===== src/rtl/mux_viii_rr_arbiter_pkg.sv =====
// Shared definitions for the 8-requester round-robin mux arbiter:
// requester count, index width, FSM state encoding and a one-hot helper.
package mux_viii_rr_arbiter_pkg;

  localparam int N_REQ = 8;
  localparam int IDX_W = 3;

  typedef enum logic {
    ST_IDLE = 1'b0,
    ST_OWN  = 1'b1
  } state_e;

  // Turn a requester index into its one-hot grant pattern.
  function automatic logic [N_REQ-1:0] idx_to_onehot(input logic [IDX_W-1:0] idx);
    logic [N_REQ-1:0] oh;
    oh = '0;
    oh[idx] = 1'b1;
    return oh;
  endfunction

endpackage


===== src/rtl/mux_viii_rr_arbiter_rr_pick8.sv =====
// Circular priority search: returns the first set request bit found when
// scanning from ptr+1 upward, wrapping through 7 -> 0, and ending at ptr itself.
import mux_viii_rr_arbiter_pkg::*;

module rr_pick8 (
  input  logic [N_REQ-1:0] req,
  input  logic [IDX_W-1:0] ptr,
  output logic [IDX_W-1:0] idx,
  output logic             found
);

  logic [IDX_W-1:0] cand;

  // Scan the eight positions after ptr; the 3-bit add gives the mod-8 wrap.
  always_comb begin
    idx   = '0;
    found = 1'b0;
    cand  = '0;
    for (int k = 1; k <= N_REQ; k++) begin
      cand = ptr + IDX_W'(k);
      if (!found && req[cand]) begin
        idx   = cand;
        found = 1'b1;
      end
    end
  end

endmodule


===== src/rtl/mux_viii_rr_arbiter.sv =====
// Round-robin arbiter for an 8:1 single-bit mux. Owns the mux select and a
// one-hot grant, and bounds each ownership to HOLD_MAX cycles while other
// requesters are waiting.
import mux_viii_rr_arbiter_pkg::*;

module mux_viii_rr_arbiter #(
  parameter int HOLD_MAX = 4,
  parameter int HOLD_W   = 3
) (
  input  logic             clk,
  input  logic             reset,
  input  logic [N_REQ-1:0] req,
  output logic [N_REQ-1:0] grant,
  output logic [IDX_W-1:0] select,
  output logic             busy
);

  state_e           state_q, state_d;
  logic [N_REQ-1:0] grant_q, grant_d;
  logic [IDX_W-1:0] select_q, select_d;
  logic [IDX_W-1:0] ptr_q, ptr_d;
  logic [HOLD_W-1:0] cnt_q, cnt_d;

  logic             own_req;
  logic [N_REQ-1:0] others;
  logic [N_REQ-1:0] pick_req;
  logic [IDX_W-1:0] pick_idx;
  logic             pick_found;
  logic             hold_expired;

  // The single picker serves both states: in OWN it only sees the other
  // requesters so a preemption or handover can never re-pick the owner.
  always_comb begin
    own_req      = req[select_q];
    others       = req & ~idx_to_onehot(select_q);
    pick_req     = (state_q == ST_OWN) ? others : req;
    hold_expired = (cnt_q == HOLD_W'(HOLD_MAX));
  end

  rr_pick8 u_pick (
    .req   (pick_req),
    .ptr   (ptr_q),
    .idx   (pick_idx),
    .found (pick_found)
  );

  // Next-state logic: grant on request, hand over on release, preempt when
  // the hold budget is spent, restart the counter if nobody else is waiting.
  always_comb begin
    state_d  = state_q;
    grant_d  = grant_q;
    select_d = select_q;
    ptr_d    = ptr_q;
    cnt_d    = cnt_q;
    unique case (state_q)
      ST_IDLE: begin
        grant_d = '0;
        if (pick_found) begin
          state_d  = ST_OWN;
          grant_d  = idx_to_onehot(pick_idx);
          select_d = pick_idx;
          ptr_d    = pick_idx;
          cnt_d    = HOLD_W'(1);
        end
      end
      ST_OWN: begin
        if ((!own_req || hold_expired) && pick_found) begin
          grant_d  = idx_to_onehot(pick_idx);
          select_d = pick_idx;
          ptr_d    = pick_idx;
          cnt_d    = HOLD_W'(1);
        end else if (!own_req) begin
          state_d = ST_IDLE;
          grant_d = '0;
          cnt_d   = '0;
        end else if (hold_expired) begin
          cnt_d = HOLD_W'(1);
        end else begin
          cnt_d = cnt_q + HOLD_W'(1);
        end
      end
      default: begin
        state_d = ST_IDLE;
        grant_d = '0;
      end
    endcase
  end

  // State, pointer, counter and output registers with synchronous reset;
  // the pointer resets to 7 so the first search begins at requester 0.
  always_ff @(posedge clk) begin
    if (reset) begin
      state_q  <= ST_IDLE;
      grant_q  <= '0;
      select_q <= '0;
      ptr_q    <= IDX_W'(N_REQ - 1);
      cnt_q    <= '0;
    end else begin
      state_q  <= state_d;
      grant_q  <= grant_d;
      select_q <= select_d;
      ptr_q    <= ptr_d;
      cnt_q    <= cnt_d;
    end
  end

  assign grant  = grant_q;
  assign select = select_q;
  assign busy   = |grant_q;

endmodule


===== config.mk =====
export PLATFORM = sky130hd
export DESIGN_NAME = mux_viii_rr_arbiter
export DESIGN_NICKNAME = d
export VERILOG_FILES = /design/src/rtl/mux_viii_rr_arbiter_pkg.sv /design/src/rtl/mux_viii_rr_arbiter_rr_pick8.sv /design/src/rtl/mux_viii_rr_arbiter.sv
export SDC_FILE = /design/constraint.sdc
export NUM_CORES = 1
export LEC_CHECK = 0
export ABC_AREA = 1
export BUFFER_PORTS_ARGS = -buffer_cell sky130_fd_sc_hd__buf_2
export CAP_MARGIN = 10
export CORE_AREA = 5 5 63 65
export DETAILED_ROUTE_END_ITERATION = 7
export DIE_AREA = 0 0 68 70
export HOLD_SLACK_MARGIN = 0.06
export PLACE_DENSITY = 0.78
export SYNTH_ARGS = -nofsm -noshare
export SYNTH_HDL_FRONTEND = slang
export SYNTH_SLANG_ARGS = --single-unit

===== constraint.sdc =====
create_clock -name clk -period 4 [get_ports clk]
set_input_delay 0.2 -clock clk [delete_from_list [all_inputs] [get_ports clk]]
set_output_delay 0.2 -clock clk [all_outputs]
set_load 0.005 [all_outputs]

==> results of run 1 <==
==> registers in the layout (all words and copies together) (netlist names) <==
register	count
select	3
state_q	1
cnt_q	3
grant	8
ptr_q	3
==> worst register-to-register path: stages (launching register included) <==
cell and delay, ps:
dfxtp_1 650, inv_2 250, ha_1 470, inv_1 200, nand3_2 150, nand3_2 120, nand2_2 120, inv_2 100
nand4_4 120, nor2_8 190, nand3b_4 120, nand2_4 120, inv_2 90, nand2_1 150, inv_2 50, nand3_1 60
a21oi_1 60
==> logic make-up (layout without fill, tap and decap cells) <==
kind of cell,Yosys count,after routing,share of synthesized area
AND/OR/NAND/NOR,182,182,0.5278
buffers and inverters,43,61,0.1009
AO/OA/AOI/OAI,33,33,0.1126
flip-flops,18,18,0.1977
adder cells (fa/ha/maj),4,4,0.02745
XOR/XNOR,4,4,0.03364
==> cells in the mapped netlist <==
| library cell | n |
|---|---|
| xnor2_1 | 1 |
| dfxtp_1 | 18 |
| nor2_8 | 1 |
| nand3b_4 | 1 |
| nor4_1 | 2 |
| nor2_2 | 3 |
| o21bai_1 | 1 |
| o211ai_1 | 4 |
| nand2_1 | 62 |
| inv_2 | 7 |
| clkbuf_1 | 1 |
| nand3_2 | 12 |
| o21ai_2 | 1 |
| nand4_4 | 1 |
| nand2_4 | 3 |
| o21a_1 | 3 |
| buf_4 | 3 |
| nand3_1 | 47 |
| xor2_1 | 1 |
| o21ai_0 | 8 |
| buf_2 | 2 |
| nand4_1 | 7 |
| clkinv_2 | 1 |
| xor2_4 | 1 |
| ha_1 | 4 |
| buf_6 | 1 |
| inv_1 | 28 |
| xor2_2 | 1 |
| nor2_4 | 3 |
| a31oi_4 | 1 |
| a21oi_1 | 15 |
| nor2_1 | 32 |
| nand2_2 | 8 |
==> layout by cell type, fill, tap and decap left out, types with 2 or more instances in the layout <==
master	n
nand2_1	62
nand3_1	47
nor2_1	32
inv_1	28
buf_2	21
dfxtp_1	18
a21oi_1	15
nand3_2	12
o21ai_0	8
nand2_2	8
inv_2	7
nand4_1	7
o211ai_1	4
ha_1	4
nor2_2	3
o21a_1	3
nor2_4	3
nand2_4	3
clkbuf_4	3
nor4_1	2
==> metrics by stage <==
step	utilization	area [um^2]	hold WS (ps)	instances
after detailed placement	0.5901	1938	471.0	344
after global placement	0.5901	1938	468.8	344
after global routing	0.6011	1974	251.5	348
after floorplan	-	1823	269.1	284
final	0.6011	1974	248.9	348
after CTS	0.6011	1974	249.3	348
==> area by class of cell <==
cell class	count	area share
clock buffers	4	0.01838
inverters	36	0.06908
flip-flops and latches	18	0.1825
multi-input cells	223	0.6477
repair buffers	21	0.05323
well taps	46	0.02915
==> path summary, 6_finish.rpt <==
path | cells past startpoint | to | startpoint
setup / recovery | 16 | grant[6]$_SDFFE_PP0P_ | ptr_q[0]$_SDFFE_PP1P_
hold / removal | 2 | grant[3]$_SDFFE_PP0P_ | reset
setup reg to reg | 16 | grant[6]$_SDFFE_PP0P_ | ptr_q[0]$_SDFFE_PP1P_
hold reg to reg | 2 | grant[0]$_SDFFE_PP0P_ | grant[0]$_SDFFE_PP0P_
==> per-layer routing <==
layer	up-vias	track usage	routed length (um)	share of wire
li1	972	-	-	-
met1	843	0.2985	2113	0.46
met2	57	0.3255	2194	0.48
met3	8	0.02083	200	0.044
met4	0	0.05740	75	0.016
met5	-	0	0	0
==> run summary, run 1 <==
Status = finished clean
DR DRC count = 0
FMAX = 0.3194 GHz
GRT overflow = 0
Via density = 5.402
Top post-synthesis cells by area = dfxtp_1 (20%), nand3_1 (13%), nand2_1 (13%), nand3_2 (6.6%), nor2_1 (6.6%)
Final clock skew = 1.013 ps
Setup TNS Final = 0 ps
Fraction of layout instances using a drive strength above 1 = 0.2285
Yosys top cell area share = 0.1977
Clk sink count = 18
Leading area contributor after synthesis = dfxtp_1
Total wire length = 4.585 mm
Die X = 68 um
CTS H-Tree Depth = 1
WP buf/inv = 5
Detailed-route via count = 1880
Dpl hpwl = 3.789 mm
Hold-fix buffers, CTS = 0
Clk buf depth = 2
Period utilization = 0.7827
# Post-CTS Setup Buffers = 0
Sequential cell area = 360.3 um^2
Mapped Nets = 298
Final setup margin = 869.2 ps
Crit path max fanout = 15
Sequential area share after synthesis = 0.1977
Internal reg-to-reg setup slack = 870 ps
Rel. slew slack = 0.6590
Vias in the first global route = 1691
Routed Antenna Nets = 0
Worst-Margin Slew = 510.8 ps
Min Tclk post-route = 3131 ps
Clk Latency, worst-skew pair = 290 ps
Area delta synth->final = 8.305%
Fill count = 325
N_diodes = 0
DIE HEIGHT = 70 um
Num ports = 22
RSZ-0062 raised after global routing = false
CP Capture Type = flop
Clock Pin Slew Worst Setup and Hold Paths = 100 ps
Multi-input combinational cell area = 0.001279 mm^2
CTS resizes = 0
Final setup viols = 0
Register bit total from synthesis = 18
Largest net degree at the start of global routing = 16
CP startpoint kind = flop
CP cell instances = inv_2 > ha_1 > inv_1 > nand3_2 > nand3_2 > nand2_2 > inv_2 > nand4_4 > nor2_8 > nand3b_4 > nand2_4 > inv_2 > nand2_1 > inv_2 > nand3_1 > a21oi_1
Cell mode on critical path = inv_2
Initial core utilization = 0.5550
Worst path arrival time = 3310 ps
Family with the most delay on the worst path = simple AND/OR/NAND/NOR gates
First-pass GRT wire length = 7.921 mm
CTS root buf = clkbuf_4
CP required = 4180 ps
CTS tree = built
Synth warnings = 0
Row cnt = 21
Yosys cell types = 33
Slew Viols, Final = 0
Cts bufs inserted = 3
CP max stage delay = 650 ps
HP Class = primary input to flop
GRT Total Usage = 0.2083
RD Place Congestion = 0.9200
Critical Path Slowest Stage Cell = dfxtp_1
WS Path Type = flop to flop
Fin nets = 317
WL/cell = 13.18 um
Pre-CTS setup slack = 921.4 ps
Syn Std Cell Area = 0.001823 mm^2
Die area = 0.004760 mm^2
Final Hold Viols = 0
Synthesized instance count = 284
TritonRoute pass-1 iters = 4
Avg Cell Area, Syn = 6.419 um^2
DRT iter0 DRCs = 162
Port buffer count = 21
Placeable Area = 0.003284 mm^2
Initial antenna violation count = 0
Max-cap viol count = 0
Power of run 1 is not shown: default switching activity piles up to over one toggle a cycle in this logic, so the estimate is an artifact.
==> run 2, diff against run 1 <==
- clock period: 4 -> 2.9 ns (I/O delays scaled with it)
==> run summary, run 2 (synthesis results as in run 1) <==
Crit path max fanout = 14 (-1)
CP Capture Type = flop
Critical Path Slowest Stage Cell = dfxtp_1
Die X = 68 um (unchanged)
Hold-fix buffers, CTS = 0 (unchanged)
CP startpoint kind = flop
TritonRoute pass-1 iters = 4 (unchanged)
Initial core utilization = 0.5550 (unchanged)
CP max stage delay = 350 ps (-300 ps)
FMAX = 0.3879 GHz (+21%)
Number of flip-flops in the largest register = 8 (unchanged)
Max-cap viol count = 0 (unchanged)
Most frequent cells in the layout = nand2_1 (62), nand3_1 (47), nor2_1 (32)
Num ports = 22 (unchanged)
Cts bufs inserted = 3 (unchanged)
Setup TNS Final = 0 ps (unchanged)
GRT Total Usage = 0.1937 (-0.01463)
Clock Pin Slew Worst Setup and Hold Paths = 100 ps (about the same)
Routed Antenna Nets = 0 (unchanged)
Placeable Area = 0.003284 mm^2 (unchanged)
Row cnt = 21 (unchanged)
Commonest non-fill, non-tap cell in the layout = nand2_1
Area delta synth->final = 9.952%
Period utilization = 0.8891 (+0.1064)
DRT iter0 DRCs = 150 (-7.4%)
Worst path arrival time = 2770 ps (-540 ps)
Fin nets = 321 (+1.3%)
HP Class = primary input to flop
CP cell instances = buf_4 > ha_1 > xor2_2 > inv_1 > nand3_2 > nand2_4 > nor2_4 > nand4_4 > nor2_8 > nand3b_4 > nand2_4 > inv_2 > nand2_1 > inv_2 > nand3_1 > a21oi_1
CTS H-Tree Depth = 1 (unchanged)
Worst-Margin Slew = 480.8 ps (-30.08 ps)
Total wire length = 4.342 mm (-5.3%)
RD Place Congestion = 0.8701 (-5.4%)
Worst hold path cell count = 2 (unchanged)
FF-to-FF path depth = 16 (unchanged)
Final setup viols = 0 (unchanged)
Largest net degree at the start of global routing = 15 (-1)
Dpl hpwl = 3.612 mm (-4.7%)
WL/cell = 12.34 um (-6.4%)
Vias in the first global route = 1694 (+0.18%)
Die area = 0.004760 mm^2 (unchanged)
Via density = 5.261 (-2.6%)
Family with the most delay on the worst path = simple AND/OR/NAND/NOR gates
Detailed-route via count = 1852 (-1.5%)
CTS tree = built
Fill count = 306 (-5.8%)
Initial antenna violation count = 0 (unchanged)
Clk sink count = 18 (unchanged)
N_diodes = 0 (unchanged)
# Post-CTS Setup Buffers = 0 (unchanged)
Final Hold Viols = 0 (unchanged)
Internal reg-to-reg setup slack = 320 ps (-550 ps)
Rel. slew slack = 0.6791 (+0.02008)
Port buffer count = 21 (unchanged)
Min Tclk post-route = 2578 ps (-552.5 ps)
CP required = 3090 ps (-1090 ps)
Hold Crit Endpoint = grant[2]$_SDFFE_PP0P_
RR Startpoint = ptr_q[0]$_SDFFE_PP1P_
WP buf/inv = 4 (-1)
Worst hold path startpoint = reset
RSZ-0062 raised after global routing = false
Reg2reg end = grant[7]$_SDFFE_PP0P_
Clk buf depth = 2 (unchanged)
CTS root buf = clkbuf_4
First-pass GRT wire length = 7.424 mm (-6.3%)
Fraction of layout instances using a drive strength above 1 = 0.2386 (+0.01009)
GRT overflow = 0 (unchanged)
Final clock skew = 4.468 ps (+3.455 ps)
DIE HEIGHT = 70 um (unchanged)
Crit path depth = 16 (unchanged)
WS Path Type = flop to flop
Status = finished clean
CTS resizes = 0 (unchanged)
Clk Latency, worst-skew pair = 300 ps (about the same)
Slew Viols, Final = 0 (unchanged)
DR DRC count = 0 (unchanged)
==> run 2: stage by stage <==
| stage | hold WS (ps) | utilization | setup WS (ps) | instance area [um^2] | std cells |
|---|---|---|---|---|---|
| floorplan | 214.1 | - | 378.2 | 1823 | 284 |
| global placement | 468.1 | 0.5992 | 364.9 | 1968 | 348 |
| detailed placement | 469.7 | 0.5992 | 349.2 | 1968 | 348 |
| CTS | 178.8 | 0.6103 | 326.5 | 2004 | 352 |
| global route | 202.2 | 0.6103 | 115.3 | 2004 | 352 |
| finish | 181.4 | 0.6103 | 321.7 | 2004 | 352 |
==> run 2: metal layers <==
| layer | vias up | share of wire | GRT usage |
|---|---|---|---|
| li1 | 982 | - | - |
| met1 | 821 | 0.46 | 0.2578 |
| met2 | 44 | 0.49 | 0.3191 |
| met3 | 5 | 0.036 | 0.01923 |
| met4 | 0 | 0.013 | 0.06402 |
| met5 | - | 0 | 0 |
==> run 2: cell type report <==
class                      count  area [um^2]  area share
tap                           46        57.56     0.02871
clock buffer                   4        36.28     0.01810
timing repair buffer          25        135.1     0.06742
inverter                      36        136.4     0.06804
sequential                    18        360.3      0.1798
multi-input combinational    223         1279      0.6380
==> run 2: how the worst max path moves through the flow <==
stage | startpoint | endpoint | slack, ps
after floorplan | ptr_q[0]$_SDFFE_PP1P_ | grant[6]$_SDFFE_PP0P_ | 380
after global placement | ptr_q[0]$_SDFFE_PP1P_ | grant[6]$_SDFFE_PP0P_ | 360
after detailed placement | ptr_q[0]$_SDFFE_PP1P_ | grant[6]$_SDFFE_PP0P_ | 350
after CTS | ptr_q[0]$_SDFFE_PP1P_ | grant[7]$_SDFFE_PP0P_ | 330
after global routing | ptr_q[0]$_SDFFE_PP1P_ | grant[2]$_SDFFE_PP0P_ | 120
final | ptr_q[0]$_SDFFE_PP1P_ | grant[7]$_SDFFE_PP0P_ | 320
Power of run 2 is left out for the same reason.
